### config.mk
export PLATFORM = sky130hd
export DESIGN_NAME = mult_div_unit
export DESIGN_NICKNAME = d
export VERILOG_FILES = /design/src/rtl/mdu_pkg.sv /design/src/rtl/mdu_arith.sv /design/src/rtl/mult_div_unit.sv
export SDC_FILE = /design/constraint.sdc
export NUM_CORES = 2
export LEC_CHECK = 0
export ABC_AREA = 1
export BUFFER_PORTS_ARGS = -buffer_cell sky130_fd_sc_hd__buf_4
export CORE_MARGIN = 2
export CORE_UTILIZATION = 39
export DETAILED_ROUTE_END_ITERATION = 10
export REMOVE_ABC_BUFFERS = 1
export SYNTH_ARGS = -nofsm -noshare
export SYNTH_HDL_FRONTEND = slang
export SYNTH_SLANG_ARGS = --single-unit
### constraint.sdc
create_clock -name clk -period 2.2 [get_ports clk]
set_clock_uncertainty 0.05 [all_clocks]
set_input_delay 0.22 -clock clk [delete_from_list [all_inputs] [get_ports clk]]
set_output_delay 0.22 -clock clk [all_outputs]
set_load 0.03 [all_outputs]
### src/rtl/mdu_pkg.sv
// Shared definitions for the multiply/divide unit: op encodings, FSM states
// and a small elaboration-time helper.
package mdu_pkg;

    localparam logic [2:0] MDU_MULT  = 3'b000;
    localparam logic [2:0] MDU_MULTU = 3'b001;
    localparam logic [2:0] MDU_DIV   = 3'b010;
    localparam logic [2:0] MDU_DIVU  = 3'b011;
    localparam logic [2:0] MDU_MTHI  = 3'b100;
    localparam logic [2:0] MDU_MTLO  = 3'b101;

    typedef enum logic {
        MDU_IDLE = 1'b0,
        MDU_BUSY = 1'b1
    } mdu_state_t;

    function automatic int mdu_max(input int x, input int y);
        return (x > y) ? x : y;
    endfunction

endpackage

### src/rtl/mdu_arith.sv
// Combinational datapath for the MDU: signed/unsigned product and
// quotient/remainder packed as {hi, lo}, plus a divide-by-zero flag.
module mdu_arith #(
    parameter int WIDTH = 32
) (
    input  logic [WIDTH-1:0]   a,
    input  logic [WIDTH-1:0]   b,
    input  logic [2:0]         op,
    output logic [2*WIDTH-1:0] result,
    output logic               div_by_zero
);
    import mdu_pkg::*;

    logic               is_signed;
    logic               is_div;
    logic               a_neg;
    logic               b_neg;
    logic [WIDTH-1:0]   a_mag;
    logic [WIDTH-1:0]   b_mag;
    logic [2*WIDTH-1:0] mag_prod;
    logic [WIDTH-1:0]   mag_quot;
    logic [WIDTH-1:0]   mag_rem;

    assign is_signed = (op == MDU_MULT) || (op == MDU_DIV);
    assign is_div    = (op == MDU_DIV)  || (op == MDU_DIVU);
    assign a_neg     = is_signed && a[WIDTH-1];
    assign b_neg     = is_signed && b[WIDTH-1];

    // Work on magnitudes so one unsigned multiplier/divider serves both signed
    // and unsigned ops; most-negative / -1 falls out naturally as most-negative.
    assign a_mag    = a_neg ? -a : a;
    assign b_mag    = b_neg ? -b : b;
    assign mag_prod = {{WIDTH{1'b0}}, a_mag} * {{WIDTH{1'b0}}, b_mag};

    always_comb begin
        mag_quot = '0;
        mag_rem  = '0;
        if (b_mag != '0) begin
            mag_quot = a_mag / b_mag;
            mag_rem  = a_mag % b_mag;
        end
    end

    always_comb begin
        div_by_zero = is_div && (b == '0);
        if (is_div) begin
            result = {(a_neg ? -mag_rem : mag_rem),
                      ((a_neg ^ b_neg) ? -mag_quot : mag_quot)};
        end else begin
            result = (a_neg ^ b_neg) ? -mag_prod : mag_prod;
        end
    end

endmodule

### src/rtl/mult_div_unit.sv
// Multi-cycle multiply/divide unit: result is computed at issue, held in a
// pending register, and committed to HI/LO when the latency counter expires.
module mult_div_unit #(
    parameter int WIDTH       = 32,
    parameter int MULT_CYCLES = 5,
    parameter int DIV_CYCLES  = 10
) (
    input  logic             clk,
    input  logic             reset_n,
    input  logic             start,
    input  logic [2:0]       op,
    input  logic [WIDTH-1:0] a,
    input  logic [WIDTH-1:0] b,
    output logic             busy,
    output logic [WIDTH-1:0] hi,
    output logic [WIDTH-1:0] lo
);
    import mdu_pkg::*;

    localparam int CNT_MAX = mdu_max(MULT_CYCLES, DIV_CYCLES);
    localparam int CNT_W   = $clog2(CNT_MAX + 1);
    localparam logic [CNT_W-1:0] MULT_LOAD = CNT_W'(MULT_CYCLES);
    localparam logic [CNT_W-1:0] DIV_LOAD  = CNT_W'(DIV_CYCLES);
    localparam logic [CNT_W-1:0] CNT_ONE   = CNT_W'(1);

    mdu_state_t         state;
    logic [CNT_W-1:0]   cnt;
    logic [2*WIDTH-1:0] pending;
    logic               pending_wr;
    logic [2*WIDTH-1:0] arith_result;
    logic               arith_dz;

    mdu_arith #(.WIDTH(WIDTH)) u_arith (
        .a           (a),
        .b           (b),
        .op          (op),
        .result      (arith_result),
        .div_by_zero (arith_dz)
    );

    // A divide by zero still occupies the unit for the full latency, but its
    // commit is suppressed so HI/LO keep their previous contents.
    always_ff @(posedge clk or negedge reset_n) begin
        if (!reset_n) begin
            state      <= MDU_IDLE;
            cnt        <= '0;
            busy       <= 1'b0;
            hi         <= '0;
            lo         <= '0;
            pending    <= '0;
            pending_wr <= 1'b0;
        end else begin
            case (state)
                MDU_IDLE: begin
                    if (start) begin
                        case (op)
                            MDU_MULT, MDU_MULTU: begin
                                pending    <= arith_result;
                                pending_wr <= 1'b1;
                                cnt        <= MULT_LOAD;
                                busy       <= 1'b1;
                                state      <= MDU_BUSY;
                            end
                            MDU_DIV, MDU_DIVU: begin
                                pending    <= arith_result;
                                pending_wr <= !arith_dz;
                                cnt        <= DIV_LOAD;
                                busy       <= 1'b1;
                                state      <= MDU_BUSY;
                            end
                            MDU_MTHI: hi <= a;
                            MDU_MTLO: lo <= a;
                            default: ;
                        endcase
                    end
                end
                MDU_BUSY: begin
                    cnt <= cnt - CNT_ONE;
                    if (cnt == CNT_ONE) begin
                        busy  <= 1'b0;
                        state <= MDU_IDLE;
                        if (pending_wr) begin
                            {hi, lo} <= pending;
                        end
                    end
                end
                default: state <= MDU_IDLE;
            endcase
        end
    end

endmodule

* Word-level counts from Yosys, hierarchy flattened
Index checks and enable logic that the tools add are counted.
** Word-level totals
- Register bits :: 135
- Input bits :: 70
- Output and inout bits :: 65
- Word-level logic and storage cells :: 80
** Cells by class
- Add/subtract/negate cells :: 6
- Multiply operators :: 1
- Div/mod/pow operators :: 2
- Eq/ne operators :: 13
- Multiplexer cells :: 30
- Bitwise logic cells :: 2
- Reduce and logical (&&, ||, !) cells :: 19
** Operators by type and width (number)
- $mux 32 :: 14
- $mux 64 :: 2
- $neg 32->32 :: 4
- $pmux 32 s2 :: 2
- $mul 32x32->64 :: 1
- $neg 64->64 :: 1
- $div 32x32->32 :: 1
- $logic_not 32->1 :: 1
- $mod 32x32->32 :: 1
- $reduce_bool 32->1 :: 1
- $pmux 4 s2 :: 2
- $reduce_and 3->1 :: 3
- $ne 2x1->1 const B :: 4
- $reduce_and 4->1 :: 2
- $eq 3x2->1 const B :: 2
- $eq 3x3->1 const B :: 2
- $mux 1 :: 6
- $pmux 1 s2 :: 3
- $eq 4x1->1 const B :: 1
- $mux 4 :: 1
- $ne 2x2->1 const B :: 2
- $reduce_or 2->1 :: 2
- $reduce_or 4->1 :: 1
- $sub 4x1->4 const B :: 1
- 10 further kinds :: 13

* Logic depth before layout (Yosys ltp)
- Word-level depth :: 9
- Depth in mapped cells :: 633
- Mapped depth without buffers :: 627

* Hierarchy
Synthesis repeated with hierarchy kept, for this count alone.
** Second synthesis, totals
- Cell total of the unflattened synthesis :: 11237
- Area total of the unflattened synthesis :: 75242.2 sq um
** Modules (own cells, without submodules)
- mdu_arith :: instances 1, cells each 10504, area each 68994.9 sq um, seq. area each 0.0 sq um
- mult_div_unit :: instances 1, cells each 733, area each 6247.2 sq um, seq. area each 3378.2 sq um

* Least setup slack after synthesis
OpenSTA, ideal clock, no wires.
- Kind :: input to register
- From :: input b[0]
- To :: register pending[62]
- Data arrival time :: 68752 ps
- Path slack :: -66675 ps
- Cell stages on the path :: 585
- Buffers on the path :: 22
- Cells stage by stage :: buf_6 inv_6 buf_2 ha_1 nor2_1 xor2_1 nand2_1 nor4_1 nand2_1 nand2_1 inv_1 ha_1 inv_1 nor2_1 nor2_1 nor3_1 nand3_1 nand2_1 (+549 left out) inv_1 nor3_2 nand3_1 nor4_1 nand2_1 nor2_1 nand4_1 nor2_1 nand2_1 nor2_1 nand3_1 nor2_1 nand3_2 nor2_2 nand3_1 nand3_1 nand3_2 a21oi_2
** Between the ends
- Word-level cells in the longest chain between the ends :: 7
- Elaborated cells on any way between the ends :: 11
** Ends and longest elaborated chain
- start, declared :: RTL line mult_div_unit.sv:13 : input logic [WIDTH-1:0] b,
- $neg 32->32 :: RTL line mdu_arith.sv:32 : assign b_mag = b_neg ? -b : b;
- $mux 32 * :: RTL line mdu_arith.sv:32
- $mod 32x32->32 / $reduce_bool 32->1 (equally long branches) :: RTL line mdu_arith.sv:40, mdu_arith.sv:38
- $mux 32 :: RTL line mdu_arith.sv:38 : if (b_mag != '0) begin
- $neg 32->32 :: RTL line mdu_arith.sv:47 : result = {(a_neg ? -mag_rem : mag_rem),
- $mux 32 :: RTL line mdu_arith.sv:47
- $mux 64 * :: RTL line mdu_arith.sv:46 : if (is_div) begin
- end signal, assigned :: RTL line mult_div_unit.sv:58 : pending <= arith_result;
- end signal, assigned :: RTL line mult_div_unit.sv:65 : pending <= arith_result;
- end, declared :: RTL line mult_div_unit.sv:28 : logic [2*WIDTH-1:0] pending;
Mark *: on every way between the ends. The rest lies on a longest branch, timed or not.
A chain may end at the register's enable or synchronous reset.

* Worst setup path after layout
- From :: input a[7]
- To :: register pending[11]
** Between the ends
- Word-level cells in the longest chain between the ends :: 7
- Elaborated cells on any way between the ends :: 10
** Ends and longest elaborated chain
- start, declared :: RTL line mult_div_unit.sv:12 : input logic [WIDTH-1:0] a,
- $neg 32->32 :: RTL line mdu_arith.sv:31 : assign a_mag = a_neg ? -a : a;
- $mux 32 * :: RTL line mdu_arith.sv:31
- $div 32x32->32 :: RTL line mdu_arith.sv:39 : mag_quot = a_mag / b_mag;
- $mux 32 :: RTL line mdu_arith.sv:38
- $neg 32->32 :: RTL line mdu_arith.sv:48 : ((a_neg ^ b_neg) ? -mag_quot : mag_quot)};
- $mux 32 :: RTL line mdu_arith.sv:48
- $mux 64 * :: RTL line mdu_arith.sv:46
Marks and branches as above.

==> key figures <==
Synthesis
  – YS warnings: 0
  – Post-synth EDFFs: 0
  – Dominant cells by area after synthesis: fa_1 (25%), nand2_1 (14%), ha_1 (14%)
  – Mean area per synthesized cell: 6.739 µm²
  – Distinct cells, synth: 93
  – Sequential fraction of the synthesis area: 4.656%
  – Dominant cell type by area after synthesis: fa_1
  – Synthesized flop and latch total: 135
  – Post-synth top area share: 24.75%
  – Mapped cell area: 0.07255 mm²
  – Async S/R FF share, synth: 100.0%
  – Cells after synthesis: 10770
  – Synth Flop Type: dfrtp_1

Detailed routing
  – Avg WL per Cell: 20.53 µm
  – 1st-iter DRT viols: 6659
  – Vias per cell: 5.245
  – Overall routed net length: 340400 µm
  – Antenna viol nets, final: 0
  – DRC viols: 0
  – Drt pass-1 iters: 6
  – Via count of the routed design: 86970

STA
  – Minimum clock period: 66600 ps
  – # setup viols final: 64
  – Period utilisation layout: 3027%
  – Max Freq: 15.01 MHz
  – Worst slew margin: 27.51%
  – Fin worst setup slack: -64400 ps
  – Worst slew pin tran: 1087 ps
  – Final Max Slew Viols: 0
  – TNS Setup: -4064910 ps
  – RSZ-0062 raised after global routing: yes
  – Final hold vios: 0

Critical path
  – Slowest-stage cell, CP: nor4_1
  – Reg2reg end: hi[0]$_DFFE_PN0P_
  – Critical R2R Launch: cnt[1]$_DFFE_PN0P_
  – Critical path arrival: 66880 ps
  – Most frequent CP cell: buf_4
  – Crit-path max FO: 8
  – R2r setup slk: 120 ps
  – CP Capture Type: flip-flop
  – Crit path largest cell delay: 350 ps
  – CP Data Required Time: 2480 ps
  – CP startpoint kind: input port
  – Worst setup path start: a[7]
  – Kind of critical path: input port to flip-flop
  – Worst r2r path cells: 8

Final layout
  – Share of layout cells above drive strength 1: 36.73%
  – Area grow syn2layout: 50.40%
  – Final core occ: 58.97%
  – Fill count: 16750
  – Nets: 15850

Die
  – Die H: 435.3 µm
  – Die area: 0.1895 mm²
  – Initial Utilization: 39.21%
  – Die Wd: 435.3 µm
  – Core Area: 0.1850 mm²
  – Row count: 158
  – Io pins: 135

Clock network
  – Clock buffer count from CTS: 17
  – Clock root buffer: clkbuf_16
  – CTS tree: yes
  – TritonCTS Sinks: 135
  – Clock latency at the later pin of the worst-skew pair: 460 ps
  – H-Tree Depth: 4
  – CTS max path bufs: 2
  – Clock Pin Slew Worst Setup and Hold Paths: 70 ps

GRT
  – All-Layer GR Usage: 34.52%
  – GRT overflow: 0
  – Antenna violations before repair: 12
  – Vias in the first global route: 88420
  – First-pass GRT wire length: 506000 µm
  – Largest net degree at the start of global routing: 61

Placed design
  – Worst slack at placement: -70600 ps
  – Buffers on Ports: 134
  – Post-DP HPWL: 256100 µm
  – GP Congestion: 1.089

Status
  – Failing checks: setup timing
  – Outcome: finished, violations left

Min path
  – Hold WC Path Type: input port to flip-flop
  – Min-Delay Startpoint: a[25]
  – WHS Endpoint: lo[25]$_DFFE_PN0P_
  – Hold depth: 3

Flow run
  – Total of max-cap violations: 0
==> layer usage <==
layer	global-route usage, %	vias up	part of all wire (%)
met5	0	-	0.018
met2	57.15	3675	46
met3	5.935	1204	8.0
li1	-	40260	-
met1	40.61	41830	37
met4	24.23	10	8.8
==> Yosys cell counts (25+ instances only) <==
master	instances
buf_4	39
xor2_1	250
o21ai_1	92
nand2_1	2793
inv_2	46
buf_1	35
nor4_1	41
nand3b_1	43
buf_2	29
a31oi_1	122
fa_1	897
dfrtp_1	135
ha_1	804
inv_1	2053
nand3_2	25
or2_2	101
nand4_1	96
nor3_1	102
a21o_1	27
clkbuf_1	228
o21ai_0	295
nand2_2	36
xnor2_1	172
nor2_1	784
a21oi_1	692
nand3_1	439
o21bai_1	38
==> area by class of cell <==
cell class,count,area [µm²],area share (%)
multi-input cells,8163,65860,60.36
repair buffers,3651,28140,25.79
inverters,2115,8034,7.363
flip-flops and latches,135,3379,3.097
well taps,2480,3103,2.844
clock buffers,17,425.4,0.3899
clock inverters,15,157.7,0.1445
diodes,6,15.01,0.01376
==> metrics by stage <==
step / instances / instance area (µm²) / hold slack (ps)
2_1_floorplan: 10410 / 70870 / -125.6
3_3_place_gp: 15800 / 96410 / 128.0
3_5_place_dp: 15800 / 96410 / 127.8
4_1_cts: 16420 / 103900 / 48.91
5_1_grt: 16580 / 109100 / 80.53
6_report: 16580 / 109100 / 82.97
==> worst max path at each step <==
stage,end,slack (ps),cells past startpoint
final,pending[11]$_DFFE_PN0P_,-64400,581
after global routing,pending[63]$_DFFE_PN0P_,-68480,600
after CTS,pending[62]$_DFFE_PN0P_,-63530,593
after detailed placement,pending[62]$_DFFE_PN0P_,-70600,571
after global placement,pending[29]$_DFFE_PN0P_,-68060,563
after floorplan,pending[62]$_DFFE_PN0P_,-75950,582
==> kinds of logic (layout without fill, tap and decap cells) <==
family | count (synthesis) | count (layout) | synth area share, %
AO/OA/AOI/OAI | 1476 | 1476 | 11.64
XOR/XNOR | 423 | 423 | 5.117
other | 0 | 6 | 0
flip-flops | 135 | 135 | 4.656
AND/OR/NAND/NOR | 4561 | 4562 | 26.67
multiplexers | 1 | 1 | 0.01380
adder cells (fa/ha/maj) | 1701 | 1701 | 38.62
buffers and inverters | 2468 | 5798 | 13.28
==> registers in the layout (all words and copies together), names as in the netlist <==
name and flops:
busy 1, cnt 4, hi 32, lo 32, pending 64, pending_wr 1
state 1
==> cells in the final DEF, fill, tap and decap left out, drive strengths merged, types with 13 or more instances in the layout <==
cell type  count
ha           804
and2          13
a21o          27
nor2         823
o211ai        23
a21oi        714
inv         2112
nand3        466
nor4          46
nand2       2841
nand4         99
o21ai        412
o21a          18
a21boi        15
a31oi        123
o221ai        15
o31ai         24
o21bai        40
or2          106
clkbuf        19
xnor2        172
xor2         251
fa           897
a211oi        16
nor3         105
buf         3648
dfrtp        135
nand3b        44
==> critical path: cells and delay by family <==
kind / cells / cell delay, ps
compound gates: 120 / 16240
buf+inv: 210 / 21350
simple gates: 220 / 21270
xor+xnor: 2 / 270
fa+ha+maj: 29 / 7390
==> repair_timing <==
action                                 4_1_cts  5_1_grt
cloned                                       3        2
gates resized for setup                    637      947
endpoints found under the hold margin       41        0
hold buffers                                 1        0
buffers inserted                           586      188
pin swaps                                  313      598
setup endpoints to repair                   64       96
Power is left out: the tool's default activity adds up to more than one toggle a clock period on the data nets, which glitch-free logic cannot reach.
